==> src/rtl/adc_pkg.sv <==
// Shared definitions for the LTC2308 scan controller: sample/config widths, config bit map, FSM states.
// Latency: n/a (types and constants only).
// Backpressure: n/a.
package adc_pkg;

    localparam int ADC_BITS = 12;
    localparam int CFG_BITS = 6;

    // Config word bit positions, MSB is shifted out first
    localparam int CFG_SD  = 5;
    localparam int CFG_OS  = 4;
    localparam int CFG_S1  = 3;
    localparam int CFG_S0  = 2;
    localparam int CFG_UNI = 1;
    localparam int CFG_SLP = 0;

    typedef enum logic [2:0] {
        IDLE,
        CONV,
        WAIT,
        SHIFT,
        STORE,
        GAP
    } state_t;

    // Single-ended, unipolar, no sleep. The ADC's odd/sign bit carries ch[0] and
    // the select pair carries ch[2:1], which is why the bits look shuffled.
    function automatic logic [CFG_BITS-1:0] cfg_word(input logic [2:0] ch);
        logic [CFG_BITS-1:0] w;
        w          = '0;
        w[CFG_SD]  = 1'b1;
        w[CFG_OS]  = ch[0];
        w[CFG_S1]  = ch[2];
        w[CFG_S0]  = ch[1];
        w[CFG_UNI] = 1'b1;
        w[CFG_SLP] = 1'b0;
        return w;
    endfunction

endpackage

==> src/rtl/adc_sck_tick.sv <==
// SCK generator: SCK_HALF-cycle half periods, with rise/fall strobes valid in the cycle before the edge.
// Latency: first rising edge SCK_HALF cycles after en goes high; SCK held low while en is low.
// Backpressure: none; en is the only control.
module adc_sck_tick #(
    parameter int SCK_HALF = 2
) (
    input  logic clk,
    input  logic rst_n,
    input  logic en,
    output logic sck,
    output logic rise,
    output logic fall
);

    localparam int            CW     = (SCK_HALF > 1) ? $clog2(SCK_HALF) : 1;
    localparam logic [CW-1:0] RELOAD = CW'(SCK_HALF - 1);

    logic [CW-1:0] cnt;
    logic          at_zero;

    assign at_zero = (cnt == '0);
    // Strobes mark the clk edge on which SCK will toggle, so users can sample SDO in step with it
    assign rise    = en & at_zero & ~sck;
    assign fall    = en & at_zero & sck;

    // Half-period down-counter; disabled means reloaded with SCK parked low
    always_ff @(posedge clk or negedge rst_n) begin
        if (!rst_n) begin
            cnt <= RELOAD;
            sck <= 1'b0;
        end else if (!en) begin
            cnt <= RELOAD;
            sck <= 1'b0;
        end else if (at_zero) begin
            cnt <= RELOAD;
            sck <= ~sck;
        end else begin
            cnt <= cnt - CW'(1);
        end
    end

endmodule

==> src/rtl/adc_scan_ctrl.sv <==
// LTC2308 scan master: round-robin single-ended conversions written into a per-channel result bank.
// Latency: CONVST rise to sample_valid is 2 + CONV_CYCLES + 24*SCK_HALF + 1 clk cycles.
// Backpressure: none; results are overwritten in place, en only gates the start of a new frame.
module adc_scan_ctrl
    import adc_pkg::*;
#(
    parameter int CLK_HZ      = 50_000_000,
    parameter int SCK_HALF    = 2,
    parameter int CONV_CYCLES = 80,
    parameter int GAP_CYCLES  = 4,
    parameter int NUM_CH      = 8
) (
    input  logic                         clk,
    input  logic                         rst_n,
    input  logic                         en,
    output logic                         ADC_CONVST,
    output logic                         ADC_SCK,
    output logic                         ADC_SDI,
    input  logic                         ADC_SDO,
    output logic [NUM_CH*ADC_BITS-1:0]   ch_data,
    output logic                         sample_valid,
    output logic [2:0]                   sample_ch
);

    localparam int CNT_MAX = (CONV_CYCLES > GAP_CYCLES) ? CONV_CYCLES : GAP_CYCLES;
    localparam int CNT_W   = $clog2(CNT_MAX + 1);

    // Reject parameter sets the frame timing cannot honour
    if (SCK_HALF < 1 || CONV_CYCLES < 1 || GAP_CYCLES < 1 ||
        NUM_CH < 1 || NUM_CH > 8 || CLK_HZ <= 0) begin : g_param_check
        $error("adc_scan_ctrl: illegal parameter set");
    end

    state_t                              state;
    logic [CNT_W-1:0]                    cnt;
    logic [3:0]                          fall_cnt;
    logic [2:0]                          next_ch;
    logic [2:0]                          cur_ch;
    logic [2:0]                          prev_ch;
    logic                                primed;
    logic [ADC_BITS-1:0]                 shreg;
    logic [CFG_BITS-1:0]                 cfg_sh;
    logic [NUM_CH-1:0][ADC_BITS-1:0]     bank;
    logic                                sck_en;
    logic                                sck_rise;
    logic                                sck_fall;

    assign sck_en  = (state == SHIFT);
    // Config shifter MSB drives SDI; it is loaded in WAIT and runs dry to zeros after bit 0
    assign ADC_SDI = cfg_sh[CFG_BITS-1];
    assign ch_data = bank;

    adc_sck_tick #(
        .SCK_HALF (SCK_HALF)
    ) u_sck (
        .clk   (clk),
        .rst_n (rst_n),
        .en    (sck_en),
        .sck   (ADC_SCK),
        .rise  (sck_rise),
        .fall  (sck_fall)
    );

    // Frame sequencer: convert, shift config out / result in, store, rest
    always_ff @(posedge clk or negedge rst_n) begin
        if (!rst_n) begin
            state        <= IDLE;
            cnt          <= '0;
            fall_cnt     <= '0;
            next_ch      <= '0;
            cur_ch       <= '0;
            prev_ch      <= '0;
            primed       <= 1'b0;
            shreg        <= '0;
            cfg_sh       <= '0;
            bank         <= '0;
            ADC_CONVST   <= 1'b0;
            sample_valid <= 1'b0;
            sample_ch    <= '0;
        end else begin
            sample_valid <= 1'b0;
            case (state)
                IDLE: begin
                    if (en) begin
                        state      <= CONV;
                        ADC_CONVST <= 1'b1;
                        cnt        <= CNT_W'(1);
                    end
                end
                CONV: begin
                    if (cnt == '0) begin
                        state      <= WAIT;
                        ADC_CONVST <= 1'b0;
                        cfg_sh     <= cfg_word(next_ch);
                        cnt        <= CNT_W'(CONV_CYCLES - 1);
                    end else begin
                        cnt <= cnt - CNT_W'(1);
                    end
                end
                WAIT: begin
                    if (cnt == '0) begin
                        state    <= SHIFT;
                        cur_ch   <= next_ch;
                        fall_cnt <= '0;
                    end else begin
                        cnt <= cnt - CNT_W'(1);
                    end
                end
                SHIFT: begin
                    // SDO is captured on the very edge that raises SCK
                    if (sck_rise) begin
                        shreg <= {shreg[ADC_BITS-2:0], ADC_SDO};
                    end
                    if (sck_fall) begin
                        cfg_sh   <= {cfg_sh[CFG_BITS-2:0], 1'b0};
                        fall_cnt <= fall_cnt + 4'd1;
                        if (fall_cnt == 4'(ADC_BITS - 1)) begin
                            state <= STORE;
                        end
                    end
                end
                STORE: begin
                    // The data just shifted in was converted with the previous frame's config
                    if (primed) begin
                        for (int i = 0; i < NUM_CH; i++) begin
                            if (prev_ch == 3'(i)) begin
                                bank[i] <= shreg;
                            end
                        end
                        sample_valid <= 1'b1;
                        sample_ch    <= prev_ch;
                    end
                    primed  <= 1'b1;
                    prev_ch <= cur_ch;
                    next_ch <= (next_ch == 3'(NUM_CH - 1)) ? 3'd0 : next_ch + 3'd1;
                    cfg_sh  <= '0;
                    state   <= GAP;
                    cnt     <= CNT_W'(GAP_CYCLES - 1);
                end
                GAP: begin
                    if (cnt == '0) begin
                        state <= IDLE;
                    end else begin
                        cnt <= cnt - CNT_W'(1);
                    end
                end
                default: begin
                    state <= IDLE;
                end
            endcase
        end
    end

endmodule

==> config.mk <==
export PLATFORM = sky130hd
export DESIGN_NAME = adc_scan_ctrl
export DESIGN_NICKNAME = d
export VERILOG_FILES = /design/src/rtl/adc_pkg.sv /design/src/rtl/adc_sck_tick.sv /design/src/rtl/adc_scan_ctrl.sv
export SDC_FILE = /design/constraint.sdc
export NUM_CORES = 1
export LEC_CHECK = 0
export CORE_UTILIZATION = 57
export CTS_BUF_LIST = sky130_fd_sc_hd__clkbuf_16
export DETAILED_ROUTE_END_ITERATION = 8
export PLACE_DENSITY = 0.93
export SYNTH_ARGS = -nofsm -noshare
export SYNTH_HDL_FRONTEND = slang
export SYNTH_SLANG_ARGS = --single-unit
==> constraint.sdc <==
create_clock -name clk -period 5.35 [get_ports clk]
set_clock_uncertainty 0.15 [all_clocks]
set_input_delay 0.535 -clock clk [delete_from_list [all_inputs] [get_ports clk]]
set_output_delay 0.535 -clock clk [all_outputs]
set_load 0.01 [all_outputs]
==> flow_summary.yaml <==
synthesis:
  seq_area_frac_synth_pct: 59.4
  ys_ff_latch: 144
  synth_ff_type: "dfrtp_1"
  syn_area_per_cell_um2: 14.2
  synth_cells: 426
  synth_edf_count: 0
  syn_area_um2: 6070
  synthesis.nets: 435
  ys_async_sr_fraction_pct: 100
  yosysWarnings: 0
  ys_types: 50
power:
  switching_power_mw: 0.964
  powerDensity_nw_per_um2: 406
  p_leak_nw: 3.79
  switching_share_pct: 30.5
  p_total_mw: 3.16
  power.share.sequential_pct: 44.6
  ir_drop_uv: 284
  internal_power_mw: 2.19
  p_clk_share_pct: 40.1
  p_comb_share_pct: 15.3
clock_tree:
  post-cts-setup-buffers: 0
  clock_path_buffers: 2
  clkSlewWorstSetupHoldPaths_ps: 60
  cts_tree: "built"
  root_buffer: "clkbuf_16"
  clkSinkCount: 144
  h-tree-depth: 4
  cts_made_buffers: 17
  insertion_delay_ps: 420
  cts-resized-gates: 0
  hold_buffers: 0
setup_path:
  critPathMaxFanout: 20
  end_kind: "register"
  regToRegStartpoint: "state[1]"
  slowest_stage: "nor4b_4"
  critPathLaunch: "state[1]"
  start_kind: "register"
  critical_path.cell_chain: "nor3b_4 > nand2_4 > nor4b_4 > mux2_2"
  r2r_cells: 4
  arrival_ps: 3240
  critPathMaxStageDelay_ps: 910
  cp.required_ps: 5500
  cp_num_cells: 4
  reg2reg_slack_ps: 2260
  cp_num_buf_inv: 0
  crit_family: "simple AND/OR/NAND/NOR gates"
  worstSetupEndpoint: "ch_data[22]"
  r2r_end: "ch_data[22]"
  worst-setup-path-type: "reg -> reg"
route:
  routedWlPerCell_um: 22.5
  num_vias: 3997
  ant_nets: 0
  drc_errors: 0
  viasPerCell: 5.93
  routed_wl_um: 15200
  first_pass_iters: 5
  drtIter0Drc: 218
final_layout:
  multiInputGateArea_um2: 2290
  seq_area_um2: 3600
  diodes: 0
  final_common_cell: "dfrtp_1"
  nets: 534
  fin_cells: 674
  area_growth_pct: 28.4
  drive_above_1_share_pct: 28.3
  n_fill_cell: 530
  most-common-layout-cells: "dfrtp_1 (143), clkdlybuf4s50_1 (105), mux2_2 (76), mux2_4 (29), nand2_1 (21)"
timing:
  setup_viol: 0
  fmax_ghz: 0.324
  hold_viol: 19
  tightest_slew_ps: 1080
  max-slew-margin-rel_pct: 27.8
  tns_ps: 0
  period_share_pct: 57.8
  layout_min_cycle_time_ps: 3090
  rsz0062_at_grt: "false"
  finalMaxSlewViolations: 0
  timing.hold.ws_ps: -11.1
grt:
  grt_max_degree: 80
  overflow: 0
  grt_pass1_vias: 4172
  grt_pass1_wl_um: 23900
  track_usage_pct: 29.5
  antenna_found_initial: 0
worst_hold_path:
  min_path_type: "in -> async"
die:
  rows: 37
  dieArea_um2: 11100
  ioPinCount: 107
  fp.dieH_um: 105
  core-area_um2: 10300
  start_util_pct: 58.8
  die_w_um: 105
place:
  io_buffers: 106
  place.gp.congestion: 0.800
  hpwlAfterDp_um: 9000
  dp.cells: 642
run:
  cap_violations: 0
run_status:
  failed_checks: "negative hold slack"
  status: "finished with violations"
-- cells in the mapped netlist (2+ instances only) --
| master | n | area, µm² |
|---|---|---|
| a21o_1 | 3 | 22.5 |
| a21oi_1 | 12 | 60.1 |
| a22o_1 | 3 | 26.3 |
| and2_1 | 2 | 12.5 |
| and3_1 | 2 | 12.5 |
| buf_1 | 11 | 41.3 |
| buf_2 | 4 | 20.0 |
| buf_4 | 4 | 30.0 |
| buf_6 | 4 | 45.0 |
| clkbuf_1 | 4 | 15.0 |
| dfrtp_1 | 143 | 3580 |
| ha_1 | 5 | 62.6 |
| inv_1 | 6 | 22.5 |
| mux2_1 | 11 | 124 |
| mux2_2 | 76 | 856 |
| mux2_4 | 29 | 435 |
| nand2_1 | 21 | 78.8 |
| nand3_1 | 8 | 40.0 |
| nand3b_1 | 2 | 15.0 |
| nand3b_2 | 2 | 22.5 |
| nand4_1 | 3 | 18.8 |
| nor2_1 | 19 | 71.3 |
| nor2b_1 | 4 | 25.0 |
| nor3_1 | 7 | 35.0 |
| nor4b_4 | 3 | 71.3 |
| o21ai_0 | 9 | 45.0 |
| o22a_1 | 2 | 17.5 |
| or3_1 | 2 | 12.5 |
| xor2_1 | 4 | 35.0 |
-- stage by stage --
stage	utilization [%]	setup slack [ps]	instance area, µm²
6_report	75.4	2260	7790
5_1_grt	75.4	2100	7790
4_1_cts	75.4	2300	7790
3_5_place_dp	69.3	2270	7150
3_3_place_gp	69.3	2430	7150
2_1_floorplan	-	3440	6070
-- kinds of logic (layout without fill, tap and decap cells) --
kind of cell	Yosys count	count (layout)	synth area share, %
buf+inv	33	145	2.87
fa+ha+maj	5	5	1.03
xor+xnor	4	4	0.577
mux	116	116	23.3
flops	144	144	59.4
compound gates	39	39	4.21
simple gates	85	85	8.56
-- power groups by stage --
stage          combinational, mW  sequential, mW  clock (mW)
5_1_grt                    0.533            1.42        1.32
6_report                   0.483            1.41        1.27
4_1_cts                    0.478            1.40        1.27
3_5_place_dp               0.463            1.41           0
3_3_place_gp               0.436            1.40           0
2_1_floorplan              0.433            1.28           0
-- flip-flops by register name, summed over array words and instances, names as in the netlist, 3 cells and up --
name,count
prev_ch,3
sample_ch,3
shreg,12
cfg_sh,5
ch_data,96
cnt,7
next_ch,3
state,3
fall_cnt,4
cur_ch,3
-- layer usage --
metal | track usage, % | vias to the layer above | wire [µm]
met4 | 13.2 | 0 | 397
met3 | 6.74 | 38 | 858
met2 | 50.2 | 185 | 7960
met5 | 0 | - | 0
li1 | - | 1711 | -
met1 | 36.0 | 2063 | 5960
-- area by class of cell --
class / instances / area share (%)
Clock inverter: 15 / 2.67
Sequential cell: 144 / 46.3
Tap cell: 136 / 2.19
Timing Repair Buffer: 107 / 13.7
Inverter: 6 / 0.289
Clock buffer: 17 / 5.46
Multi-Input combinational cell: 249 / 29.4
-- how the worst min path moves through the flow --
stage,slack [ps],depth (start not counted),endpoint,startpoint
after floorplan,90,0,ADC_CONVST,rst_n
after global placement,300,1,u_sck.cnt,u_sck.cnt
after detailed placement,300,1,u_sck.cnt,u_sck.cnt
after CTS,20,1,ch_data[16],rst_n
after global routing,40,1,ch_data[16],rst_n
final,-10,1,ch_data[63],rst_n
Note: power is estimated with default switching activity, not from simulation.
